[src/rtl/seq_shift_unit_pkg.sv]
// Shared definitions for the multi-cycle shift unit: operation modes and FSM state encodings.
package seq_shift_unit_pkg;

  typedef enum logic [1:0] {
    MODE_LSL = 2'b00,
    MODE_LSR = 2'b01,
    MODE_ASR = 2'b10,
    MODE_ROL = 2'b11
  } mode_e;

  typedef enum logic [1:0] {
    ST_IDLE  = 2'b00,
    ST_SHIFT = 2'b01,
    ST_DONE  = 2'b10
  } state_e;

endpackage

[src/rtl/seq_shift_unit_step.sv]
// Single-bit shift step: produces the next accumulator value and the bit that leaves the MSB.
module shift_step
  import seq_shift_unit_pkg::*;
#(
  parameter int WIDTH = 8
) (
  input  logic [WIDTH-1:0] acc,
  input  mode_e            mode,
  output logic [WIDTH-1:0] acc_next,
  output logic             shout
);

  // one-position shift selected by the latched mode
  always_comb begin
    acc_next = acc;
    shout    = acc[WIDTH-1];
    case (mode)
      MODE_LSL: acc_next = {acc[WIDTH-2:0], 1'b0};
      MODE_LSR: acc_next = {1'b0, acc[WIDTH-1:1]};
      MODE_ASR: acc_next = {acc[WIDTH-1], acc[WIDTH-1:1]};
      MODE_ROL: acc_next = {acc[WIDTH-2:0], acc[WIDTH-1]};
      default:  acc_next = acc;
    endcase
  end

endmodule

[src/rtl/seq_shift_unit.sv]
// Multi-cycle shift unit: one bit position per clock under a start/ready/done handshake.
module seq_shift_unit
  import seq_shift_unit_pkg::*;
#(
  parameter int WIDTH = 8,
  parameter int SHW   = 3
) (
  input  logic             clk,
  input  logic             rst_n,
  input  logic             start,
  input  logic [1:0]       mode,
  input  logic [SHW-1:0]   shamt,
  input  logic [WIDTH-1:0] din,
  output logic             ready,
  output logic             busy,
  output logic             done,
  output logic [WIDTH-1:0] dout,
  output logic             overflow
);

  localparam logic [SHW-1:0] CNT_ONE = SHW'(1'b1);
  localparam logic [SHW-1:0] CNT_MAX = SHW'(WIDTH-1);

  state_e           state_r, state_nxt_s;
  logic [SHW-1:0]   cnt_r;
  logic [SHW-1:0]   shamt_sat_s;
  logic [WIDTH-1:0] acc_r;
  mode_e            mode_r;
  logic             ovf_r;
  logic [WIDTH-1:0] step_acc_s;
  logic             step_out_s;
  logic [WIDTH-1:0] res_s;
  logic             res_ovf_s;
  logic             ready_r, busy_r, done_r, overflow_r;
  logic [WIDTH-1:0] dout_r;

  shift_step #(.WIDTH(WIDTH)) u_step (
    .acc      (acc_r),
    .mode     (mode_r),
    .acc_next (step_acc_s),
    .shout    (step_out_s)
  );

  assign shamt_sat_s = (32'(shamt) > 32'(WIDTH-1)) ? CNT_MAX : shamt;

  // next-state decode and the result that is published when entering DONE
  always_comb begin
    state_nxt_s = state_r;
    res_s       = din;
    res_ovf_s   = 1'b0;
    case (state_r)
      ST_IDLE: begin
        if (start) begin
          state_nxt_s = (shamt_sat_s != '0) ? ST_SHIFT : ST_DONE;
        end else begin
          state_nxt_s = ST_IDLE;
        end
      end
      ST_SHIFT: begin
        res_s     = step_acc_s;
        res_ovf_s = (mode_r == MODE_LSL) && (ovf_r || step_out_s);
        if (cnt_r == CNT_ONE) begin
          state_nxt_s = ST_DONE;
        end else begin
          state_nxt_s = ST_SHIFT;
        end
      end
      ST_DONE:  state_nxt_s = ST_IDLE;
      default:  state_nxt_s = ST_IDLE;
    endcase
  end

  // state register and registered handshake outputs
  always_ff @(posedge clk or negedge rst_n) begin
    if (!rst_n) begin
      state_r <= ST_IDLE;
      ready_r <= 1'b1;
      busy_r  <= 1'b0;
      done_r  <= 1'b0;
    end else begin
      state_r <= state_nxt_s;
      ready_r <= (state_nxt_s == ST_IDLE);
      busy_r  <= (state_nxt_s == ST_SHIFT);
      done_r  <= (state_nxt_s == ST_DONE);
    end
  end

  // operand capture and per-cycle shifting; inputs are ignored outside an IDLE accept
  always_ff @(posedge clk or negedge rst_n) begin
    if (!rst_n) begin
      acc_r  <= '0;
      cnt_r  <= '0;
      mode_r <= MODE_LSL;
      ovf_r  <= 1'b0;
    end else if ((state_r == ST_IDLE) && start) begin
      acc_r  <= din;
      cnt_r  <= shamt_sat_s;
      mode_r <= mode_e'(mode);
      ovf_r  <= 1'b0;
    end else if (state_r == ST_SHIFT) begin
      acc_r  <= step_acc_s;
      cnt_r  <= cnt_r - CNT_ONE;
      ovf_r  <= ovf_r | ((mode_r == MODE_LSL) & step_out_s);
    end
  end

  // result registers load on entry to DONE so they are valid during the done pulse
  always_ff @(posedge clk or negedge rst_n) begin
    if (!rst_n) begin
      dout_r     <= '0;
      overflow_r <= 1'b0;
    end else if ((state_nxt_s == ST_DONE) && (state_r != ST_DONE)) begin
      dout_r     <= res_s;
      overflow_r <= res_ovf_s;
    end
  end

  assign ready    = ready_r;
  assign busy     = busy_r;
  assign done     = done_r;
  assign dout     = dout_r;
  assign overflow = overflow_r;

endmodule

[config.mk]
export PLATFORM = sky130hd
export DESIGN_NAME = seq_shift_unit
export DESIGN_NICKNAME = d
export VERILOG_FILES = /design/src/rtl/seq_shift_unit_pkg.sv /design/src/rtl/seq_shift_unit_step.sv /design/src/rtl/seq_shift_unit.sv
export SDC_FILE = /design/constraint.sdc
export NUM_CORES = 1
export LEC_CHECK = 0
export ABC_CLOCK_PERIOD_IN_PS = 2700
export BUFFER_PORTS_ARGS = -buffer_cell sky130_fd_sc_hd__buf_2
export CORE_MARGIN = 3
export CORE_UTILIZATION = 29
export DETAILED_ROUTE_END_ITERATION = 10
export SLEW_MARGIN = 15
export SYNTH_ARGS = -nofsm -noshare
export SYNTH_HDL_FRONTEND = slang
export SYNTH_HIERARCHICAL = 1
export SYNTH_SLANG_ARGS = --single-unit
[constraint.sdc]
create_clock -name clk -period 2.7 [get_ports clk]
set_clock_uncertainty 0.15 [all_clocks]
set_input_delay 0 -clock clk [delete_from_list [all_inputs] [get_ports clk]]
set_output_delay 0 -clock clk [all_outputs]
set_load 0.02 [all_outputs]
==> results.json, run 1 <==
{
  "p_comb_share_pct": 47.9,
  "tritoncts": "done",
  "drt_pass1_iterations": 4,
  "synth.net_count": 164,
  "worstPathRequired_ps": 2700,
  "worst_pin_slew_ps": 649,
  "p_sw_mw": 0.885,
  "drt-initial-drc-count": 92,
  "start_kind": "flop",
  "final.setup.tns_ps": 0,
  "post-cts-setup-buffers": 0,
  "status": "finished clean",
  "synth.yosys.seq_area_share_pct": 48.5,
  "clock_sinks": 28,
  "clockBufferDepth": 2,
  "antenna_found_initial": 0,
  "max_slew_margin_pct": 56.7,
  "overflow": 0,
  "ys_ff_latch": 28,
  "peakVddDrop_mv": 0.553,
  "fill_cells": 508,
  "chipHeight_um": 76.7,
  "yosysWarnings": 6,
  "die-area_um2": 5880,
  "routedWlPerCell_um": 13.9,
  "grt_pass1_vias": 1164,
  "pin_count": 28,
  "synth.area.top_cells": "dfrtp_1, mux2_2, o21ai_0, o32ai_1, a21oi_1",
  "grt_first_pass_wirelength_um": 5780,
  "num_rows": 25,
  "ys_types": 31,
  "avgViaCountPerCell": 4.77,
  "synth-edff-count": 0,
  "synth.most_common_cell": "dfrtp_1",
  "finalHoldViolCount": 0,
  "worst_slack_ps": 685,
  "drive_gt1_share_pct": 23.9,
  "clk-insertion-delay-late_ps": 280,
  "syn_avg_cell_area_um2": 9.92,
  "setup_viol": 0,
  "r2r-start": "state_r[0]$_DFF_PN0_",
  "power.density_nw_per_um2": 1170,
  "fin_util_pct": 37.6,
  "synth-main-ff-cell": "dfrtp_1",
  "nets": 199,
  "numPortBuffers": 27,
  "diodes": 0,
  "register_area_um2": 702,
  "yosysTopAreaCellShare_pct": 46.7,
  "fin_crit_ps": 2020,
  "clk_pin_slew_worst_paths_ps": 100,
  "track_usage_pct": 12.0,
  "power.internal_mw": 1.23,
  "clkPwrFrac_pct": 12.3,
  "cp-end-kind": "flop",
  "initial_utilization_pct": 30.2,
  "netlist_area_um2": 1450,
  "synthArstFlopShare_pct": 100,
  "cts-root-buf": "clkbuf_8",
  "cts_max_level": 1,
  "die_w_um": 76.7,
  "gp_congestion": 0.766,
  "hpwl_um": 2380,
  "cap_violations": 0,
  "yosys.area.top_type": "dfrtp_1",
  "core_area_um2": 4790,
  "grt_start_max_net_pins": 29,
  "fin_crit_sh_pct": 74.6,
  "swShare_pct": 41.8,
  "antenna_left": 0,
  "routed_wl_um": 3430,
  "multi_input_area_um2": 656,
  "fmax_ghz": 0.496,
  "min_path_type": "input port to flop",
  "numCtsBuffers": 3,
  "finalMaxSlewViolations": 0,
  "startpoint": "state_r[0]$_DFF_PN0_",
  "p_leak_nw": 0.785,
  "crit_path_max_fanout": 22,
  "area_growth_pct": 24.5,
  "synthCells": 146,
  "rsz0062_at_grt": "no",
  "post-place-ws_ps": 706,
  "min_from": "shamt[0]",
  "path_class": "flop to flop",
  "drc": 0,
  "vias": 1178,
  "p_seq_share_pct": 39.8,
  "arrival_ps": 2020,
  "synth_common_cells": "dfrtp_1, o21ai_0, nand2_1"
}
## stage by stage
stage	std cells	hold slack (ps)	total power, mW	cell area [µm²]
floorplan	146	-446	1.61	1450
global placement	229	-91.9	1.84	1610
detailed placement	229	-84.4	1.85	1610
CTS	247	11.5	2.13	1800
global route	247	47.0	2.29	1800
finish	247	20.3	2.12	1800
## per-layer routing
layer  track usage [%]  wire [µm]  vias up
li1                  -          -      590
met1              16.9       1640      550
met2              19.4       1600       36
met3              2.46        180        2
met4              1.63         13        0
met5                 0          0        -
## critical path, stage by stage (launching register included)
cell and delay (ps):
dfrtp_1 760, nand4bb_1 570, o32ai_1 330, a21oi_1 70
## worst paths after layout
| kind | depth (start not counted) | slack (ps) | end |
|---|---|---|---|
| setup / recovery | 3 | 680 | dout[7]$_DFFE_PN0P_ |
| hold / removal | 4 | 20 | cnt_r[0]$_DFFE_PN0P_ |
| setup reg to reg | 3 | 680 | dout[7]$_DFFE_PN0P_ |
| hold reg to reg | 2 | 340 | cnt_r[1]$_DFFE_PN0P_ |
| max in group asynchronous | 2 | 1860 | dout[0]$_DFFE_PN0P_ |
| min in group asynchronous | 2 | 120 | mode_r[1]$_DFFE_PN0P_ |
## area by class of cell
type / count / area share, %
timing repair buffer: 43 / 16.1
sequential: 28 / 39.0
inverter: 4 / 0.833
multi-input combinational: 101 / 36.4
tap: 67 / 4.65
clock buffer: 4 / 3.06
## timing repair
item / 4_1_cts / 5_1_grt
endpoints found under the hold margin: 50 / 0
setup endpoints to repair: 0 / 0
hold buffers: 14 / 0
gates resized for setup: 0 / 0
## state kept, by name, indices dropped and copies added, names as in the netlist, 2 cells and up
name / count
dout: 8
cnt_r: 3
mode_r: 2
state_r: 2
acc_r: 8
## cell usage in the layout, fill, tap and decap left out, types with 2 or more instances in the layout
| cell type | n |
|---|---|
| dfrtp_1 | 27 |
| buf_2 | 27 |
| o21ai_0 | 17 |
| nand2_1 | 14 |
| dlygate4sd3_1 | 14 |
| a21oi_1 | 13 |
| nor2_1 | 9 |
| o32ai_1 | 8 |
| a22oi_1 | 8 |
| mux2_2 | 8 |
| inv_1 | 4 |
| clkbuf_8 | 4 |
| nand2b_1 | 3 |
| nor2b_1 | 3 |
| mux2i_1 | 3 |
| ha_1 | 2 |
| buf_4 | 2 |
## power groups by stage
stage	combinational, mW	sequential [mW]	clock, mW
final	1.01	0.842	0.260
after global routing	1.12	0.887	0.285
after CTS	1.02	0.845	0.272
after detailed placement	0.996	0.854	0
after global placement	0.990	0.852	0
after floorplan	0.749	0.856	0
## logic make-up after synthesis
family | after synthesis | synth area share (%)
buffers and inverters | 17 | 6.22
adder cells (fa/ha/maj) | 2 | 1.73
flip-flops | 28 | 48.5
multiplexers | 11 | 8.30
AND/OR/NAND/NOR | 35 | 12.1
XOR/XNOR | 2 | 1.21
AO/OA/AOI/OAI | 51 | 22.0
(Power assumes the default switching activity.)
==> run 2, diff against run 1 <==
--- a/config.mk
+++ b/config.mk
@@ -5,7 +5,8 @@
 export SDC_FILE = /design/constraint.sdc
 export NUM_CORES = 1
 export LEC_CHECK = 0
-export ABC_CLOCK_PERIOD_IN_PS = 2700
+export ABC_AREA = 1
+export ABC_CLOCK_PERIOD_IN_PS = 1600
 export BUFFER_PORTS_ARGS = -buffer_cell sky130_fd_sc_hd__buf_2
 export CORE_MARGIN = 3
 export CORE_UTILIZATION = 29
==> constraint.sdc (replaced) <==
create_clock -name clk -period 1.6 [get_ports clk]
set_clock_uncertainty 0.15 [all_clocks]
set_input_delay 0 -clock clk [delete_from_list [all_inputs] [get_ports clk]]
set_output_delay 0 -clock clk [all_outputs]
set_load 0.02 [all_outputs]
==> results.json, run 2 <==
{
  "status": "finished clean",
  "synth.area.top_cells": "dfrtp_1, nand2_1, nand3_1, buf_6, nand2_4",
  "reg2reg_slack_ps": 170,
  "startpoint": "mode_r[0]$_DFFE_PN0P_",
  "cap_violations": 0,
  "avgViaCountPerCell": 4.22,
  "overflow": 0,
  "peakVddDrop_mv": 1.05,
  "r2r-start": "mode_r[0]$_DFFE_PN0P_",
  "power.density_nw_per_um2": 2000,
  "synth.yosys.seq_area_share_pct": 46.0,
  "synthArstFlopShare_pct": 100,
  "netlist_area_um2": 1530,
  "final_cell_mix": "nand2_1, buf_2, dfrtp_1, nand3_1, dlygate4sd3_1",
  "diodes": 0,
  "crit_path_max_fanout": 8,
  "synth-edff-count": 0,
  "max_slew_margin_pct": 56.9,
  "placed_cells": 285,
  "hpwl_um": 2380,
  "start_kind": "flop",
  "post-cts-setup-buffers": 0,
  "grt_start_max_net_pins": 29,
  "numPortBuffers": 27,
  "fin_crit_ps": 1430,
  "core_area_um2": 4910,
  "critPathMaxStageDelay_ps": 460,
  "antenna_found_initial": 0,
  "p_leak_nw": 1.04,
  "yosysTopAreaCellShare_pct": 44.3,
  "clock_sinks": 28,
  "worst_pin_slew_ps": 647,
  "die-area_um2": 6170,
  "min_path_type": "input port to flop",
  "synth-main-ff-cell": "dfrtp_1",
  "num_rows": 25,
  "ys_types": 21,
  "synth.net_count": 214,
  "grt_first_pass_wirelength_um": 5880,
  "initial_utilization_pct": 31.1,
  "cp_common_cell": "nand2_1",
  "setup_viol": 0,
  "final.setup.tns_ps": 0,
  "grt_pass1_vias": 1228,
  "whs_ps": 20.4,
  "fmax_ghz": 0.697,
  "drc": 0,
  "antenna_left": 0,
  "routedWlPerCell_um": 11.0,
  "arrival_ps": 1510,
  "crit_slowest_cell": "dfrtp_2",
  "syn_avg_cell_area_um2": 7.79,
  "tritoncts": "done",
  "crit_path_end": "dout[0]$_DFFE_PN0P_",
  "die_w_um": 78.6,
  "clk_pin_slew_worst_paths_ps": 100,
  "cts_max_level": 1,
  "synth_common_cells": "nand2_1, dfrtp_1, nand3_1",
  "worstPathRequired_ps": 1670,
  "clk-insertion-delay-late_ps": 270,
  "track_usage_pct": 12.0,
  "path_cells": "inv_2 > nand2_2 > nand2_4 > nand2_1 > nand2_1 > inv_1 > o21ai_0 > nand2_1 > nand2_1",
  "worstRegToRegCells": 9,
  "rsz0062_at_grt": "no",
  "numCtsBuffers": 3,
  "gp_congestion": 0.836,
  "synthCells": 196,
  "routed_wl_um": 3340,
  "area_growth_pct": 24.1,
  "cp-end-kind": "flop",
  "chipHeight_um": 78.6,
  "nets": 255,
  "drt_pass1_iterations": 4,
  "fin_util_pct": 38.6,
  "yosysWarnings": 6,
  "pin_count": 28,
  "r2r-end": "dout[0]$_DFFE_PN0P_",
  "fin_crit_sh_pct": 89.6,
  "finalMaxSlewViolations": 0,
  "ys_ff_latch": 28,
  "path_class": "flop to flop",
  "clockBufferDepth": 2,
  "drive_gt1_share_pct": 23.3,
  "finalHoldViolCount": 0,
  "layout_commonest_cell": "nand2_1",
  "instances_no_fill": 303,
  "cts-root-buf": "clkbuf_8",
  "drt-initial-drc-count": 77,
  "yosys.area.top_type": "dfrtp_1",
  "vias": 1279,
  "synth.most_common_cell": "nand2_1"
}
run 2: cell count changes after synthesis, sizes merged, moves of 4 or more:
cell	delta
mux2	-8
a22oi	-8
nand3	+21
o21ai	-4
a21oi	-13
clkbuf	-6
nor2	-4
nand2	+83
o32ai	-8
inv	+9
run 2: what timing repair did:
action                                  4_1_cts  5_1_grt
hold buffers                                 14        0
endpoints found under the hold margin        52        0
resized for setup                             0        3
endpoints found under the setup margin        0       11
run 2: worst min path at each step:
stage	to	cells after the start	start	slack [ps]
final	ready$_DFF_PN1_	4	start	20
after floorplan	acc_r[0]$_DFFE_PN0P_	0	rst_n	-450
after global placement	acc_r[4]$_DFFE_PN0P_	1	rst_n	-90
after detailed placement	acc_r[4]$_DFFE_PN0P_	1	rst_n	-80
after CTS	ready$_DFF_PN1_	4	start	20
after global routing	ready$_DFF_PN1_	4	start	50
run 2: metal layers:
| metal | part of all wire, % | GRT usage [%] | up-vias |
|---|---|---|---|
| li1 | - | - | 693 |
| met4 | 0.60 | 2.10 | 0 |
| met2 | 43 | 18.7 | 21 |
| met1 | 53 | 17.0 | 563 |
| met3 | 3.9 | 2.87 | 2 |
| met5 | 0 | 0 | - |
run 2: where the power goes:
part           total [mW]  leakage (nW)  internal, mW  switching [mW]
clock               0.443        0.0288         0.220           0.223
sequential           1.32         0.340          1.07           0.254
combinational        2.03         0.674         0.741            1.29
run 2: layout make-up:
class	count	area [µm²]
tap	67	83.8
timing repair buffer	44	298
sequential	28	704
multi-input combinational	147	704
clock buffer	4	55.1
fill	527	3020
inverter	13	48.8
run 2: cell families (layout without fill, tap and decap cells):
family / after synthesis / in the layout / share of synthesized area, %
AOI/OAI and AO/OA: 17 / 17 / 5.90
adders and majority gates: 2 / 2 / 1.64
xor gates and xnor gates: 1 / 1 / 0.574
and+or+nand+nor: 127 / 127 / 37.9
DFF: 28 / 28 / 46.0
buffers and inverters: 21 / 61 / 8.03
run 2: stage by stage:
stage                     total power, mW  cell area (µm²)  worst slack, ps
final                                3.80             1890              166
after global routing                 4.23             1890            0.166
after CTS                            3.85             1890             91.2
after detailed placement             3.36             1690              114
after global placement               3.34             1690              126
after floorplan                      2.95             1530              199
run 2: worst max-delay path: cells and delay by family, from the launching register on:
kind | cells | cell delay, ps
AO/OA/AOI/OAI | 1 | 170
buffers and inverters | 2 | 110
AND/OR/NAND/NOR | 6 | 490
flip-flops | 1 | 460
==> run 3, diff against run 2 <==
--- a/config.mk
+++ b/config.mk
@@ -11,8 +11,8 @@
 export CORE_MARGIN = 3
 export CORE_UTILIZATION = 29
 export DETAILED_ROUTE_END_ITERATION = 10
+export REMOVE_ABC_BUFFERS = 1
 export SLEW_MARGIN = 15
 export SYNTH_ARGS = -nofsm -noshare
 export SYNTH_HDL_FRONTEND = slang
-export SYNTH_HIERARCHICAL = 1
 export SYNTH_SLANG_ARGS = --single-unit
==> results.json, run 3 <==
{
  "pin_count": 28,
  "clk_pin_slew_worst_paths_ps": 100,
  "numPortBuffers": 27,
  "status": "finished clean",
  "arrival_ps": 1470,
  "die-area_um2": 5840,
  "placed_area_um2": 1660,
  "yosysTopAreaCellShare_pct": 47.0,
  "nets": 238,
  "area_growth_pct": 30.2,
  "final.setup.tns_ps": 0,
  "chipHeight_um": 76.4,
  "placed_cells": 267,
  "hpwl_um": 2420,
  "fin_util_pct": 39.4,
  "cap_violations": 0,
  "worst_slack_ps": 154,
  "clockBufferDepth": 2,
  "yosysWarnings": 0,
  "antenna_left": 0,
  "antenna_found_initial": 0,
  "gp_congestion": 0.786,
  "ys_types": 22,
  "num_rows": 25,
  "track_usage_pct": 12.3,
  "cp-end-kind": "flop",
  "rsz0062_at_grt": "no",
  "p_sw_mw": 1.73,
  "fmax_ghz": 0.692,
  "die_w_um": 76.4,
  "p_leak_nw": 0.972,
  "tritoncts": "done",
  "clkPwrFrac_pct": 11.7,
  "synth.area.top_cells": "dfrtp_1, nand2_1, o211ai_1, nand3_2, nand3_1",
  "finalMaxSlewViolations": 0,
  "power.density_nw_per_um2": 2030,
  "register_area_um2": 702,
  "path_cells": "inv_1 > ha_1 > inv_1 > nor2_2 > nand2_1 > nand2_4 > inv_2 > nand2_1 > nand2_1",
  "synthArstFlopShare_pct": 100,
  "p_seq_share_pct": 33.6,
  "peakVddDrop_mv": 0.566,
  "synthCells": 172,
  "path_class": "flop to flop",
  "drt-initial-drc-count": 80,
  "synth-edff-count": 0,
  "worstPathRequired_ps": 1630,
  "final_cell_mix": "nand2_1, dfrtp_1, buf_2, dlygate4sd3_1",
  "max_slew_margin_pct": 56.7,
  "start_kind": "flop",
  "avgViaCountPerCell": 4.38,
  "cp_common_cell": "nand2_1",
  "routed_wl_um": 3350,
  "netlist_area_um2": 1440,
  "grt_first_pass_wirelength_um": 5890,
  "clock_sinks": 28,
  "finalHoldViolCount": 0,
  "swShare_pct": 45.5,
  "multi_input_area_um2": 631,
  "core_area_um2": 4750,
  "numCtsBuffers": 3,
  "yosys.area.top_type": "dfrtp_1",
  "syn_avg_cell_area_um2": 8.37,
  "routedWlPerCell_um": 11.7,
  "crit_slowest_cell": "dfrtp_1",
  "worst_pin_slew_ps": 650,
  "fin_crit_sh_pct": 90.4,
  "min_path_type": "input port to asynchronous set/reset pin",
  "crit_path_max_fanout": 9,
  "fill_cells": 521,
  "cts-root-buf": "clkbuf_8",
  "drc": 0,
  "post-place-ws_ps": 93.0,
  "synth_common_cells": "nand2_1, dfrtp_1, inv_1, nand3_1, o211ai_1",
  "ys_ff_latch": 28,
  "critPathMaxStageDelay_ps": 370,
  "overflow": 0,
  "post-cts-setup-buffers": 0,
  "instances_no_fill": 286,
  "layout_commonest_cell": "nand2_1",
  "cts_max_level": 1,
  "setup_viol": 0,
  "grt_pass1_vias": 1232,
  "synth.yosys.seq_area_share_pct": 48.8,
  "clk-insertion-delay-late_ps": 280,
  "grt_start_max_net_pins": 29,
  "drive_gt1_share_pct": 26.5,
  "vias": 1253,
  "p_comb_share_pct": 54.7,
  "diodes": 0,
  "fin_area_um2": 1870,
  "fin_crit_ps": 1450,
  "power.internal_mw": 2.07,
  "drt_pass1_iterations": 4,
  "synth.most_common_cell": "nand2_1",
  "synth-main-ff-cell": "dfrtp_1",
  "initial_utilization_pct": 30.3
}
==> run 3: cell count changes in the layout (fill, tap and decap cells not counted), sizes merged, moves of 2 or more <==
cell    delta
o211ai    +10
nand3      -2
nor2       -3
buf        +3
o21ai     -10
inv        +6
or2        -2
nand2     -21
==> run 3: logic make-up after synthesis <==
group | count (synthesis) | synth area share, %
buffers and inverters | 24 | 7.91
xor gates and xnor gates | 1 | 0.609
AOI/OAI and AO/OA | 17 | 8.09
and+or+nand+nor | 100 | 32.9
DFF | 28 | 48.8
adders and majority gates | 2 | 1.74
==> run 3: worst paths after layout <==
kind | endpoint | cells after the start | slack [ps] | startpoint
max in group asynchronous | dout[3]$_DFFE_PN0P_ | 2 | 750 | rst_n
worst max register to register | dout[7]$_DFFE_PN0P_ | 9 | 150 | cnt_r[1]$_DFFE_PN0P_
min in group clk | mode_r[0]$_DFFE_PN0P_ | 4 | 320 | mode[0]
worst min register to register | dout[6]$_DFFE_PN0P_ | 2 | 330 | dout[6]$_DFFE_PN0P_
worst max-delay path | dout[7]$_DFFE_PN0P_ | 9 | 150 | cnt_r[1]$_DFFE_PN0P_
worst min-delay path | busy$_DFF_PN0_ | 2 | 130 | rst_n
==> run 3: cell type report <==
type                    count  area share, %
inverters                  19           3.81
well taps                  67           4.48
flip-flops and latches     28           37.5
repair buffers             48           17.6
multi-input cells         120           33.7
clock buffers               4           2.94
==> run 3: timing repair <==
item,CTS,global route
gates resized for setup,0,2
endpoints found under the setup margin,0,9
endpoints found under the hold margin,55,0
hold buffers,15,0
==> run 3: power by group through the flow <==
| stage | logic [mW] | registers (mW) | clock network, mW |
|---|---|---|---|
| 2_1_floorplan | 1.26 | 1.43 | 0 |
| 3_3_place_gp | 2.04 | 1.29 | 0 |
| 3_5_place_dp | 2.06 | 1.29 | 0 |
| 4_1_cts | 2.10 | 1.28 | 0.461 |
| 5_1_grt | 2.36 | 1.32 | 0.483 |
| 6_report | 2.08 | 1.28 | 0.445 |
==> run 3: critical path: cells and delay by family, from the launching register on <==
kind | cells | cell delay [ps]
buffers and inverters | 3 | 220
AND/OR/NAND/NOR | 5 | 470
flip-flops | 1 | 370
adder cells (fa/ha/maj) | 1 | 140
==> run 3: metal layers <==
layer	part of all wire (%)	global-route usage [%]	vias up
met5	0	0	-
met4	1.4	3.80	0
met3	4.5	2.01	4
met2	45	19.2	21
met1	49	17.4	586
li1	-	-	642
==> run 3: metrics by stage <==
step                hold WS [ps]  total power [mW]
floorplan                   -446              2.70
global placement           -86.0              3.33
detailed placement         -80.6              3.35
CTS                          168              3.84
global route                 202              4.17
finish                       131              3.80
